`config.mk`:
```
export PLATFORM = sky130hd
export DESIGN_NAME = signed_sat_accumulator
export DESIGN_NICKNAME = d
export VERILOG_FILES = /design/src/rtl/signed_pkg.sv /design/src/rtl/signed_sat_add.sv /design/src/rtl/signed_sat_accumulator.sv
export SDC_FILE = /design/constraint.sdc
export NUM_CORES = 1
export LEC_CHECK = 0
export CAP_MARGIN = 10
export CORE_MARGIN = 2
export CORE_UTILIZATION = 30
export DETAILED_ROUTE_END_ITERATION = 6
export PLACE_DENSITY = 0.54
export SYNTH_ARGS = -nofsm -noshare
export SYNTH_HDL_FRONTEND = slang
export SYNTH_HIERARCHICAL = 1
export SYNTH_SLANG_ARGS = --single-unit
```
`constraint.sdc`:
```
create_clock -name clk -period 2.9 [get_ports clk]
set_clock_uncertainty 0.1 [all_clocks]
set_input_delay 0.435 -clock clk [delete_from_list [all_inputs] [get_ports clk]]
set_output_delay 0.435 -clock clk [all_outputs]
set_load 0.05 [all_outputs]
```
`src/rtl/signed_pkg.sv`:
```
// rtl/signed_pkg.sv - shared FSM states and saturation bound helpers
package signed_pkg;

  // Frame-level control states of the accumulator
  typedef enum logic [1:0] {
    S_IDLE  = 2'd0,
    S_ACCUM = 2'd1,
    S_DONE  = 2'd2
  } state_t;

  // Largest value representable in a w-bit two's-complement word
  function automatic int SAT_MAX(input int w);
    return (1 << (w - 1)) - 1;
  endfunction

  // Smallest value representable in a w-bit two's-complement word
  function automatic int SAT_MIN(input int w);
    return -(1 << (w - 1));
  endfunction

endpackage

```
`src/rtl/signed_sat_add.sv`:
```
// rtl/signed_sat_add.sv - sign-extending adder that clamps to the accumulator range
module signed_sat_add
  import signed_pkg::*;
#(
  parameter int WIDTH     = 4,
  parameter int ACC_WIDTH = 8
) (
  input  logic [ACC_WIDTH-1:0] acc,
  input  logic [WIDTH-1:0]     sample,
  output logic [ACC_WIDTH-1:0] sat_sum,
  output logic                 sat_flag
);

  // One guard bit is enough: the sample is always narrower than the accumulator
  localparam int SW = ACC_WIDTH + 1;
  localparam logic signed [SW-1:0] MAX_V = SW'(SAT_MAX(ACC_WIDTH));
  localparam logic signed [SW-1:0] MIN_V = SW'(SAT_MIN(ACC_WIDTH));

  logic signed [SW-1:0] sum;

  assign sum = $signed({{(SW - WIDTH){sample[WIDTH-1]}}, sample})
             + $signed({acc[ACC_WIDTH-1], acc});

  // Clamp the wide sum into range and flag whenever a clamp happened
  always_comb begin
    sat_flag = 1'b0;
    sat_sum  = sum[ACC_WIDTH-1:0];
    if (sum > MAX_V) begin
      sat_sum  = ACC_WIDTH'(SAT_MAX(ACC_WIDTH));
      sat_flag = 1'b1;
    end else if (sum < MIN_V) begin
      sat_sum  = ACC_WIDTH'(SAT_MIN(ACC_WIDTH));
      sat_flag = 1'b1;
    end
  end

endmodule

```
`src/rtl/signed_sat_accumulator.sv`:
```
// rtl/signed_sat_accumulator.sv - frames N_SAMPLES signed samples into a saturating sum
module signed_sat_accumulator
  import signed_pkg::*;
#(
  parameter int WIDTH     = 4,
  parameter int ACC_WIDTH = 8,
  parameter int N_SAMPLES = 15,
  parameter int CNT_W     = 4
) (
  input  logic                 clk,
  input  logic                 rst,
  input  logic                 clear,
  input  logic                 in_valid,
  output logic                 in_ready,
  input  logic [WIDTH-1:0]     in_data,
  output logic                 out_valid,
  input  logic                 out_ready,
  output logic [ACC_WIDTH-1:0] acc_out,
  output logic                 overflow,
  output logic [CNT_W-1:0]     sample_cnt
);

  state_t               state;
  logic                 accept;
  logic                 last_sample;
  logic [ACC_WIDTH-1:0] add_acc;
  logic [ACC_WIDTH-1:0] sat_sum;
  logic                 sat_flag;
  logic [CNT_W-1:0]     cnt_next;

  // Input is only back-pressured while a finished result waits for its consumer
  assign in_ready    = (state != S_DONE);
  assign accept      = in_valid & in_ready;
  // A new frame starts from zero so the first sample is just its sign extension
  assign add_acc     = (state == S_IDLE) ? '0 : acc_out;
  assign cnt_next    = sample_cnt + CNT_W'(1);
  assign last_sample = (cnt_next == CNT_W'(N_SAMPLES));

  signed_sat_add #(
    .WIDTH    (WIDTH),
    .ACC_WIDTH(ACC_WIDTH)
  ) u_add (
    .acc     (add_acc),
    .sample  (in_data),
    .sat_sum (sat_sum),
    .sat_flag(sat_flag)
  );

  // Frame FSM: accumulate accepted samples, then hold the result until taken
  always_ff @(posedge clk) begin
    if (rst || clear) begin
      state      <= S_IDLE;
      acc_out    <= '0;
      sample_cnt <= '0;
      out_valid  <= 1'b0;
      overflow   <= 1'b0;
    end else begin
      case (state)
        S_IDLE, S_ACCUM: begin
          if (accept) begin
            acc_out    <= sat_sum;
            sample_cnt <= cnt_next;
            overflow   <= overflow | sat_flag;
            if (last_sample) begin
              state     <= S_DONE;
              out_valid <= 1'b1;
            end else begin
              state <= S_ACCUM;
            end
          end
        end
        S_DONE: begin
          if (out_ready) begin
            state      <= S_IDLE;
            acc_out    <= '0;
            sample_cnt <= '0;
            out_valid  <= 1'b0;
            overflow   <= 1'b0;
          end
        end
        default: begin
          state <= S_IDLE;
        end
      endcase
    end
  end

endmodule

```
==> impl_metrics.env, run 1 <==
export IMPL_die_w_um=68.3
export IMPL_numCtsBuffers=3
export IMPL_row_count=23
export IMPL_avgSynthCellArea_um2=8.67
export IMPL_final_nets=195
export IMPL_grtUsageTotal=0.140
export IMPL_synth_seq_area_share=0.258
export IMPL_path_cells="nor2_1, buf_4, nor2b_1, ha_1, a21oi_2, nand2_1, a221o_1, a211o_2, maj3_2, nand2_1, a21oi_1"
export IMPL_synthesis_area_mm2=0.00124
export IMPL_final_antenna_net_count=0
export IMPL_stdcell_count=223
export IMPL_timing_rr_start="state[0]"
export IMPL_crit_path_max_incr_delay_ns=0.40
export IMPL_dp_cells=220
export IMPL_core_area_mm2=0.00400
export IMPL_worst_setup_path_start_kind="flop"
export IMPL_status="finished clean"
export IMPL_cts_sinks=16
export IMPL_rsz0062_at_grt="false"
export IMPL_tightestPinTransition_ns=0.612
export IMPL_synth_seq_cells=16
export IMPL_crit_path_frequent_cell="nand2_1"
export IMPL_place_ws_ns=-0.0593
export IMPL_synth_fa_ha_area_frac=0.181
export IMPL_drive_gt1_frac=0.185
export IMPL_final_util=0.402
export IMPL_drc=0
export IMPL_insertion_delay_ns=0.24
export IMPL_antenna_cells=0
export IMPL_hp_class="flop to flop"
export IMPL_synthMuxAreaShare=0.00807
export IMPL_drt_first_iter_violations=30
export IMPL_synth_top_family_by_area="simple AND/OR/NAND/NOR gates"
export IMPL_period_share=0.933
export IMPL_end_kind="flop"
export IMPL_synth_compound_area_frac=0.183
export IMPL_ios=24
export IMPL_synth_cell_types=45
export IMPL_worstSetupPathType="flop to flop"
export IMPL_syn_to_final_growth_pct=29.6
export IMPL_critPathMaxFanout=8
export IMPL_start_util=0.310
export IMPL_die_h_um=68.3
export IMPL_reg2reg_slack_ns=0.19
export IMPL_reg2regPathDepth=11
export IMPL_place_congestion=0.738
export IMPL_vias_per_cell=5.03
export IMPL_grt_pass1_wl_mm=5.03
export IMPL_clk_transition_reported_paths_ns=0.07
export IMPL_finalSetupTns_ns=0
export IMPL_cts_root_buf="clkbuf_8"
export IMPL_fmax_mhz=370
export IMPL_cp_slowest_cell="a211o_2"
export IMPL_p_leak_nw=0.614
export IMPL_drv_cap=0
export IMPL_antenna_found_initial=0
export IMPL_port_buffers=23
export IMPL_drtPass1Iterations=4
export IMPL_grt_pass1_vias=1103
export IMPL_min_to="acc_out[2]"
export IMPL_wl_per_cell_um=12.7
export IMPL_ys_warnings_count=6
export IMPL_slew_violations=0
export IMPL_clock_path_buffers=2
export IMPL_min_from="acc_out[2]"
export IMPL_slew_headroom=0.592
export IMPL_arrival_ns=2.70
export IMPL_cts_tree="built"
export IMPL_final_setup_worst_slack_ns=0.194
export IMPL_synth_xor_area_frac=0.0424
export IMPL_dp_hpwl_mm=2.11
export IMPL_synth_simple_area_share=0.275
export IMPL_die_area_mm2=0.00466
export IMPL_synthFlopType="dfxtp_1"
export IMPL_setup_violations=0
export IMPL_r2r_end="acc_out[4]"
export IMPL_grt_overflow=0
export IMPL_fin_total_pwr_uw=529
export IMPL_vias=1122
export IMPL_hold_viol=0
export IMPL_ir_drop_uv=231
export IMPL_pwr_density_cell_mw_per_mm2=329
export IMPL_whs_path_depth=2
export IMPL_synth_edf_count=0
export IMPL_cts_max_level=1
export IMPL_required_ns=2.90
export IMPL_grt_max_degree=17
export IMPL_synth_nets=163
export IMPL_ys_async_sr_fraction=0
export IMPL_drt_wl_total_mm=2.83
export IMPL_postSynthCellCount=143
export IMPL_fin_crit_ns=2.71
export IMPL_post_cts_buffers=0
## metrics by stage
stage	area, µm²	hold WS [ns]
after CTS	1600	0.384
after global placement	1560	0.369
final	1610	0.379
after floorplan	1240	0.491
after detailed placement	1560	0.373
after global routing	1610	0.405
## worst max path at each step
stage / from / to / depth (start not counted)
finish: state[0] / acc_out[4] / 11
global route: state[0] / acc_out[5] / 10
CTS: state[0] / acc_out[1] / 11
detailed placement: in_data[3] / acc_out[1] / 8
global placement: in_data[3] / acc_out[0] / 8
floorplan: state[1] / acc_out[2] / 11
## placed cells by master, fill, tap and decap left out, types with 2 or more instances in the layout
cell type	synthesis	final
clkdlybuf4s50_1	0	23
dfxtp_1	16	16
nand2_1	15	15
a21oi_1	15	15
ha_1	10	10
buf_4	1	10
nor2b_1	9	9
nand3_1	9	9
maj3_2	7	7
xnor2_1	5	5
inv_1	4	4
nor2_1	4	4
nand2b_1	3	3
nand3_2	3	3
nor3_1	3	3
clkbuf_8	0	3
nand3b_1	2	2
or2_1	2	2
a31oi_1	3	2
o21ai_0	2	2
a211oi_1	2	2
## synth_stat cells (2+ instances only)
library cell,number,area share
a211oi_1,2,0.012
a21oi_1,15,0.061
a31oi_1,3,0.015
buf_6,3,0.027
dfxtp_1,16,0.26
ha_1,10,0.10
inv_1,4,0.012
maj3_2,7,0.064
nand2_1,15,0.045
nand2b_1,3,0.015
nand3_1,9,0.036
nand3_2,3,0.024
nand3b_1,2,0.012
nor2_1,4,0.012
nor2b_1,9,0.045
nor3_1,3,0.012
o21ai_0,2,0.0081
or2_1,2,0.010
xnor2_1,5,0.035
## sequential cells by signal (all words and copies together), names as in the netlist
name        flops
out_valid       1
state           2
sample_cnt      4
overflow        1
acc_out         8
## routing by layer
layer / up-vias / track usage / share of wire
li1: 567 / - / -
met1: 536 / 0.190 / 0.49
met2: 17 / 0.232 / 0.48
met3: 2 / 0.0148 / 0.025
met4: 0 / 0.0450 / 0.0053
met5: - / 0 / 0
## cell type report
class                           count  area [µm²]
Clock buffer                        3        41.3
Fill cell                         414        2390
Inverter                            4        15.0
Multi-Input combinational cell    117         862
Sequential cell                    16         320
Tap cell                           50        62.6
Timing Repair Buffer               33         305
## critical path, delay by kind of cell (launching register included)
| family | cells | cell delay, ns |
|---|---|---|
| AO/OA/AOI/OAI | 4 | 0.88 |
| flip-flops | 1 | 0.33 |
| AND/OR/NAND/NOR | 4 | 0.37 |
| buffers and inverters | 1 | 0.19 |
| adder cells (fa/ha/maj) | 2 | 0.67 |
## kinds of logic (layout without fill, tap and decap cells)
logic type                 Yosys count  count (layout)
AOI/OAI and AO/OA                   34              34
DFF                                 16              16
xor gates and xnor gates             6               6
buffers and inverters               10              40
and+or+nand+nor                     58              58
adders and majority gates           18              18
muxes                                1               1
## power breakdown
group,internal (mW),switching (mW),leakage [nW]
combinational,0.0587,0.0714,0.463
sequential,0.227,0.00644,0.130
clock,0.0919,0.0737,0.0216
## repair_timing
item / 4_1_cts / 5_1_grt
resized for setup: 0 / 2
endpoints found under the setup margin: 0 / 5
hold buffers: 0 / 0
Note: power is estimated with default switching activity, not from simulation.
==> run 2: changes to the inputs <==
- CORE_ASPECT_RATIO: not set -> 0.6
==> impl_metrics.env, run 2 (synthesis results as in run 1) <==
export IMPL_status="finished clean"
export IMPL_period_share=0.938
export IMPL_reg2regPathDepth=13
export IMPL_clk_transition_reported_paths_ns=0.06
export IMPL_final_antenna_net_count=0
export IMPL_worstSetupPathType="flop to flop"
export IMPL_cp_top_family="adder cells"
export IMPL_ir_drop_uv=108
export IMPL_required_ns=2.91
export IMPL_min_from="acc_out[6]"
export IMPL_final_nets=196
export IMPL_start_util=0.308
export IMPL_arrival_ns=2.73
export IMPL_drc=0
export IMPL_tightestPinTransition_ns=0.634
export IMPL_ctsHoldBuffers=0
export IMPL_setup_violations=0
export IMPL_cts_root_buf="clkbuf_8"
export IMPL_numCtsBuffers=3
export IMPL_final_cell_mix="clkdlybuf4s50_1 (23), dfxtp_1 (16), nand2_1 (15), a21oi_1 (15), buf_4 (11)"
export IMPL_r2r_end="acc_out[6]"
export IMPL_row_count=18
export IMPL_slew_violations=0
export IMPL_path_cells="nor2_1, buf_4, nor2b_1, ha_1, fa_1, a21oi_1, nor2b_1, a31oi_2, buf_4, xnor2_1, maj3_2, nand2_1, a21oi_1"
export IMPL_drt_first_iter_violations=38
export IMPL_grt_pass1_wl_mm=4.75
export IMPL_antenna_cells=0
export IMPL_antenna_found_initial=0
export IMPL_stdcell_count=224
export IMPL_cts_tree="built"
export IMPL_critPathMaxFanout=8
export IMPL_pwr_density_cell_mw_per_mm2=331
export IMPL_fin_total_pwr_uw=536
export IMPL_slew_headroom=0.577
export IMPL_grt_pass1_vias=1004
export IMPL_drt_wl_total_mm=3.02
export IMPL_die_w_um=87.0
export IMPL_final_common_cell="clkdlybuf4s50_1"
export IMPL_p_leak_nw=0.620
export IMPL_vias=1117
export IMPL_rsz0062_at_grt="false"
export IMPL_top_regs="acc_out x8, sample_cnt x4, state x2"
export IMPL_drv_cap=0
export IMPL_min_to="acc_out[6]"
export IMPL_fillers=434
export IMPL_cts_sinks=16
export IMPL_core_area_mm2=0.00403
export IMPL_cp_slowest_cell="fa_1"
export IMPL_drtPass1Iterations=4
export IMPL_syn_to_final_growth_pct=30.8
export IMPL_vias_per_cell=4.99
export IMPL_timing_rr_start="state[0]"
export IMPL_post_cts_buffers=0
export IMPL_dp_hpwl_mm=2.24
export IMPL_die_h_um=53.8
export IMPL_fmax_mhz=368
export IMPL_insertion_delay_ns=0.25
export IMPL_largest_reg_flops=8
export IMPL_top_register="acc_out"
export IMPL_crit_path_max_incr_delay_ns=0.40
export IMPL_path_buf_inv=2
export IMPL_wl_per_cell_um=13.5
export IMPL_hp_class="flop to flop"
export IMPL_regArea_um2=320
export IMPL_grt_overflow=0
export IMPL_drive_gt1_frac=0.190
export IMPL_dp_cells=221
export IMPL_whs_path_depth=2
export IMPL_multi_input_area_um2=870
export IMPL_grt_max_degree=17
export IMPL_hold_viol=0
export IMPL_clock_path_buffers=2
export IMPL_grtUsageTotal=0.133
export IMPL_reg2reg_slack_ns=0.18
export IMPL_die_area_mm2=0.00468
export IMPL_fin_crit_ns=2.72
export IMPL_worst_setup_path_start_kind="flop"
export IMPL_cts_max_level=1
export IMPL_end_kind="flop"
export IMPL_port_buffers=23
export IMPL_ios=24
export IMPL_place_congestion=0.751
-- run 2: changes by cell type in the layout (fill, tap and decap cells not counted) --
cell / before / now
buf_4: 10 / 11
o21ai_2: 1 / 0
o21ai_4: 0 / 1
-- run 2: worst max path at each step --
stage                    start    endpoint  slack (ns)  cells past startpoint
detailed placement  in_data[3]  acc_out[1]       -0.08                      9
finish                state[0]  acc_out[6]        0.18                     13
CTS                   state[0]  acc_out[4]        0.11                     12
global route          state[0]  acc_out[4]       0.002                     12
floorplan             state[1]  acc_out[2]        0.23                     11
global placement    in_data[0]  acc_out[6]       -0.01                     10
-- run 2: per-stage QoR --
| step | hold slack, ns | setup TNS (ns) | cell area, µm² | worst slack (ns) | utilization |
|---|---|---|---|---|---|
| floorplan | 0.491 | 0 | 1240 | 0.230 | - |
| global route | 0.416 | 0 | 1620 | 0.00168 | 0.402 |
| CTS | 0.396 | 0 | 1610 | 0.105 | 0.399 |
| detailed placement | 0.384 | -0.444 | 1570 | -0.0777 | 0.388 |
| finish | 0.391 | 0 | 1620 | 0.180 | 0.402 |
| global placement | 0.370 | -0.0565 | 1570 | -0.0135 | 0.388 |
-- run 2: repair_timing --
action,4_1_cts,5_1_grt
endpoints found under the setup margin,0,8
resized for setup,0,3
hold endpoints to repair,0,0
-- run 2: area by class of cell --
| class | count | area share |
|---|---|---|
| Multi-Input combinational cell | 117 | 0.536 |
| Sequential cell | 16 | 0.198 |
| Timing Repair Buffer | 34 | 0.193 |
| Tap cell | 50 | 0.0386 |
| Clock buffer | 3 | 0.0255 |
| Inverter | 4 | 0.00926 |
-- run 2: power breakdown --
group          switching (mW)  internal (mW)  leakage, nW
combinational          0.0732         0.0603        0.469
sequential            0.00655          0.227        0.130
clock                  0.0772         0.0922       0.0216
-- run 2: worst register-to-register path: cells and delay by family, from the launching register on --
kind / cells / cell delay [ns]
AOI/OAI and AO/OA: 3 / 0.51
adders and majority gates: 3 / 0.93
xor gates and xnor gates: 1 / 0.06
and+or+nand+nor: 4 / 0.32
buffers and inverters: 2 / 0.34
DFF: 1 / 0.33
-- run 2: layer usage --
| layer | global-route usage | part of all wire | vias up |
|---|---|---|---|
| li1 | - | - | 573 |
| met1 | 0.181 | 0.52 | 523 |
| met2 | 0.209 | 0.44 | 18 |
| met3 | 0.0353 | 0.033 | 3 |
| met4 | 0.0365 | 0.0050 | 0 |
| met5 | 0 | 0 | - |
==> run 3: changes to the inputs <==
- CORE_ASPECT_RATIO: 0.6 -> not set
==> results of run 3 <==
Same layout as run 1: the final DEF is identical, and so are final timing and power.
